==> src/rtl/seq_restoring_divider.sv <==
// Iterative unsigned restoring divider, one quotient bit per cycle; RISC-V DIVU/REMU on divide-by-zero.
// Latency WIDTH+1 cycles from accepted start to done (1 cycle for divide-by-zero); start ignored while busy.
module seq_restoring_divider #(
    parameter int WIDTH = 8
) (
    input  logic             clk,
    input  logic             rst_n,
    input  logic             start,
    input  logic [WIDTH-1:0] dividend,
    input  logic [WIDTH-1:0] divisor,
    output logic             busy,
    output logic             done,
    output logic [WIDTH-1:0] quotient,
    output logic [WIDTH-1:0] remainder,
    output logic             div_by_zero
);

    localparam int CW = (WIDTH > 2) ? $clog2(WIDTH) : 1;

    typedef enum logic [1:0] {
        S_IDLE = 2'd0,
        S_RUN  = 2'd1,
        S_DONE = 2'd2
    } state_t;

    state_t           state_q, state_d;
    logic [WIDTH-1:0] q_q, q_d;
    logic [WIDTH-1:0] r_q, r_d;
    logic [WIDTH-1:0] d_q, d_d;
    logic [CW-1:0]    cnt_q, cnt_d;
    logic [WIDTH-1:0] quot_q, quot_d;
    logic [WIDTH-1:0] rem_q, rem_d;
    logic             dbz_q, dbz_d;

    logic             accept;
    logic             last_iter;
    logic [WIDTH:0]   r_shift;
    logic [WIDTH:0]   trial;
    logic             no_borrow;
    logic [WIDTH-1:0] q_step;
    logic [WIDTH-1:0] r_step;

    assign accept    = (state_q == S_IDLE) && start;
    assign last_iter = (cnt_q == CW'(WIDTH - 1));

    // R_shifted can reach 2*D-1, so its top bit forces "no borrow" on its own;
    // the low bits go through a WIDTH+1-bit subtract whose carry-out is ~borrow.
    assign r_shift   = {r_q, q_q[WIDTH-1]};
    assign trial     = {1'b0, r_shift[WIDTH-1:0]} + {1'b0, ~d_q} + (WIDTH+1)'(1);
    assign no_borrow = r_shift[WIDTH] | trial[WIDTH];
    assign q_step    = {q_q[WIDTH-2:0], no_borrow};
    assign r_step    = no_borrow ? trial[WIDTH-1:0] : r_shift[WIDTH-1:0];

    // State register and datapath registers
    always_ff @(posedge clk) begin
        if (!rst_n) begin
            state_q <= S_IDLE;
            q_q     <= '0;
            r_q     <= '0;
            d_q     <= '0;
            cnt_q   <= '0;
            quot_q  <= '0;
            rem_q   <= '0;
            dbz_q   <= 1'b0;
        end else begin
            state_q <= state_d;
            q_q     <= q_d;
            r_q     <= r_d;
            d_q     <= d_d;
            cnt_q   <= cnt_d;
            quot_q  <= quot_d;
            rem_q   <= rem_d;
            dbz_q   <= dbz_d;
        end
    end

    // Next-state logic
    always_comb begin
        state_d = state_q;
        case (state_q)
            S_IDLE:  if (start) state_d = (divisor == '0) ? S_DONE : S_RUN;
            S_RUN:   if (last_iter) state_d = S_DONE;
            S_DONE:  state_d = S_IDLE;
            default: state_d = S_IDLE;
        endcase
    end

    // Datapath next values; results are loaded on the edge into DONE and then held
    always_comb begin
        q_d    = q_q;
        r_d    = r_q;
        d_d    = d_q;
        cnt_d  = cnt_q;
        quot_d = quot_q;
        rem_d  = rem_q;
        dbz_d  = dbz_q;
        if (accept) begin
            q_d   = dividend;
            d_d   = divisor;
            r_d   = '0;
            cnt_d = '0;
            dbz_d = 1'b0;
            if (divisor == '0) begin
                quot_d = '1;
                rem_d  = dividend;
                dbz_d  = 1'b1;
            end
        end else if (state_q == S_RUN) begin
            q_d   = q_step;
            r_d   = r_step;
            cnt_d = cnt_q + CW'(1);
            if (last_iter) begin
                quot_d = q_step;
                rem_d  = r_step;
            end
        end
    end

    // Outputs
    always_comb begin
        busy        = (state_q == S_RUN) || (state_q == S_DONE);
        done        = (state_q == S_DONE);
        quotient    = quot_q;
        remainder   = rem_q;
        div_by_zero = dbz_q;
    end

endmodule

==> config.mk <==
export PLATFORM = sky130hd
export DESIGN_NAME = seq_restoring_divider
export DESIGN_NICKNAME = d
export VERILOG_FILES = /design/src/rtl/seq_restoring_divider.sv
export SDC_FILE = /design/constraint.sdc
export NUM_CORES = 1
export LEC_CHECK = 0
export BUFFER_PORTS_ARGS = -buffer_cell sky130_fd_sc_hd__buf_2
export CAP_MARGIN = 20
export CORE_MARGIN = 2
export CORE_UTILIZATION = 56
export DETAILED_ROUTE_END_ITERATION = 6
export PLACE_DENSITY = 0.79
export SYNTH_ARGS = -nofsm -noshare
export SYNTH_HDL_FRONTEND = slang
export SYNTH_SLANG_ARGS = --single-unit
==> constraint.sdc <==
create_clock -name clk -period 2.95 [get_ports clk]
set_input_delay 0.1475 -clock clk [delete_from_list [all_inputs] [get_ports clk]]
set_output_delay 0.1475 -clock clk [all_outputs]
set_load 0.02 [all_outputs]
==> impl_metrics.yaml <==
logic_synthesis:
  synth_area_leaders: "dfxtp_1 (38%), ha_1 (6.6%), nand2_1 (5.1%)"
  synth_area_per_cell_sq_um: 9.11
  ys_seq_area_frac: 0.376
  ys_async_sr_fraction: 0
  ys_seq_elements: 46
  synth_top_area_frac: 0.376
  syn_nets: 302
  syn_inst: 269
  yosysWarnings: 0
  synth_edf_count: 0
  synth_area_sq_mm: 0.00245
  ys_types: 51
  synth_largest_area_cell: "dfxtp_1"
  synth_ff_type: "dfxtp_1"
sta:
  period_share: 0.794
  max_freq_mhz: 427
  timing.final.crit_period_ps: 2340
  setup_viol: 0
  rsz0062_at_grt: "false"
  finalHoldViolCount: 0
  finalClockSkew_ps: 8.56
  slew_headroom: 0.556
  slew_viol_final: 0
  setup_tns_ps: 0
  worst_pin_slew_ps: 661
clock_tree:
  cts_buffer_depth: 2
  cts_tree: "done"
  htreeDepth: 2
  cts_root_buf: "clkbuf_8"
  cts.sinks: 46
  insertion_delay_ps: 300
  clkTransAtPathRegs_ps: 80
  ctsResizeCount: 0
  cts_setup_buffers: 0
  hold_buffers: 0
  numCtsBuffers: 5
worst_setup_path:
  cp_top_family: "adder cells"
  r2r_cells: 8
  crit_required_ps: 3180
  critPathBufInv: 1
  endpoint_kind: "flop"
  cp_max_fo: 10
  max_stage_delay_ps: 410
  worstPathArrival_ps: 2580
  critPathSlowestCell: "fa_1"
  path_class: "reg2reg"
  cp.depth: 8
  critical_path.startpoint_type: "flop"
  path_cells: "inv_1, ha_1, fa_1, nor2b_1, o31ai_4, a22oi_4, mux2_4, a31oi_1"
hold_path:
  whs_path_depth: 3
  hold_path.class: "in2reg"
final_layout:
  final_layout_size_suffix_gt1_frac: 0.223
  antenna_cells: 0
  syn2layout_area_growth_pct: 13.3
  nets: 337
  fin_util: 0.647
  stdcell_count: 357
  finalInstanceArea_sq_mm: 0.00278
routing:
  dr.pass1.iters: 4
  drt-initial-drc-count: 233
  dr_total_vias: 2149
  route.detailed.drc: 0
  totalWireLength_um: 5780
  wl_per_cell_um: 16.2
  postRouteAntennaNets: 0
  via_per_inst: 6.02
floorplanning:
  rows: 24
  coreArea_sq_mm: 0.00429
  initial_core_util: 0.571
  ioPinCount: 38
  dieArea_sq_mm: 0.00492
  die_y_um: 70.2
  die_w_um: 70.2
global_routing:
  grt_pass1_vias: 2071
  globalRouteMet3Util: 0.0592
  met2_usage: 0.396
  grt_pass1_wl_um: 9850
  top_usage_layer: "met2"
  grt_util_met1: 0.335
  grt_overflow: 0
  antenna_found_initial: 0
  grt_max_degree: 38
  grt_usage: 0.251
place:
  portBuffers: 37
  dpl_cell_area_sq_mm: 0.00269
  hpwl_um: 4170
  gp_congestion: 0.933
  dp.cells: 349
power:
  power.density_mw_per_mm2: 566
  ir_drop_mv: 0.338
  leakage_nw: 1.21
outcome:
  status: "finished clean"
flow_run:
  maxCapViolCount: 0
-- flip-flops by register name, indices dropped and copies added (netlist names) --
signal	count
d_q	8
q_q	8
quotient	8
r_q	8
remainder	8
cnt_q	3
state_q	2
div_by_zero	1
-- per-layer routing --
layer	vias up	share of wire
li1	1055	-
met5	-	0
met3	10	0.054
met2	57	0.47
met4	0	0.018
met1	1027	0.45
-- layout make-up --
cell class	count	area (sq um)
Timing Repair Buffer	42	223
Multi-Input combinational cell	192	1410
Clock buffer	7	86.3
Inverter	17	63.8
Tap cell	52	65.1
Sequential cell	46	921
Fill cell	372	1520
Clock inverter	1	5.00
-- cells in the mapped netlist, drive strengths merged, types with 6 or more instances --
cell,count
a21boi,10
dfxtp,46
o211ai,6
a31oi,7
inv,17
a21oi,14
nand2b,7
nand2,33
clkbuf,11
mux2i,11
o221a,8
ha,13
o21ai,14
nor2,9
-- worst reg2reg max path: stages (launching register included) --
cell     delay, ps
dfxtp_1        310
inv_1           60
ha_1           220
fa_1           410
nor2b_1        290
o31ai_4        130
a22oi_4        350
mux2_4         350
a31oi_1        150
-- report_power, final --
part           switching (W)  internal (W)  leakage, nW  total [W]
logic               0.000287      0.000203        0.789   0.000491
registers          0.0000282      0.000659        0.374   0.000687
clock network       0.000205      0.000189       0.0482   0.000394
-- path summary, 6_finish.rpt --
check,start,endpoint,slack [ps]
setup reg to reg,q_q[7],remainder[1],610
setup / recovery,q_q[7],remainder[1],610
hold reg to reg,d_q[3],d_q[3],470
hold / removal,divisor[2],d_q[2],100
-- cell usage in the layout, fill, tap and decap left out, drive strengths merged, types with 4 or more instances in the layout --
master,count
nor2b,5
nand2,33
nand2b,7
a21boi,10
ha,13
a21oi,14
dfxtp,46
clkbuf,7
a31oi,7
o21ai,14
mux2i,11
nand3b,5
o221ai,4
o211a,5
o221a,8
buf,42
inv,17
nor2,9
o211ai,6
-- logic make-up after synthesis --
family | Yosys count | share of synthesized area
xor gates and xnor gates | 2 | 0.00715
buffers and inverters | 31 | 0.0480
muxes | 14 | 0.0618
AOI/OAI and AO/OA | 89 | 0.285
adders and majority gates | 14 | 0.0745
and+or+nand+nor | 73 | 0.148
DFF | 46 | 0.376
-- metrics by stage --
stage | hold slack [ps] | setup slack, ps | total power, W
2_1_floorplan | 292 | 851 | 0.00107
3_3_place_gp | 414 | 729 | 0.00117
3_5_place_dp | 423 | 620 | 0.00118
4_1_cts | 105 | 615 | 0.00157
5_1_grt | 101 | 444 | 0.00166
6_report | 102 | 607 | 0.00157
(Power assumes the default switching activity.)
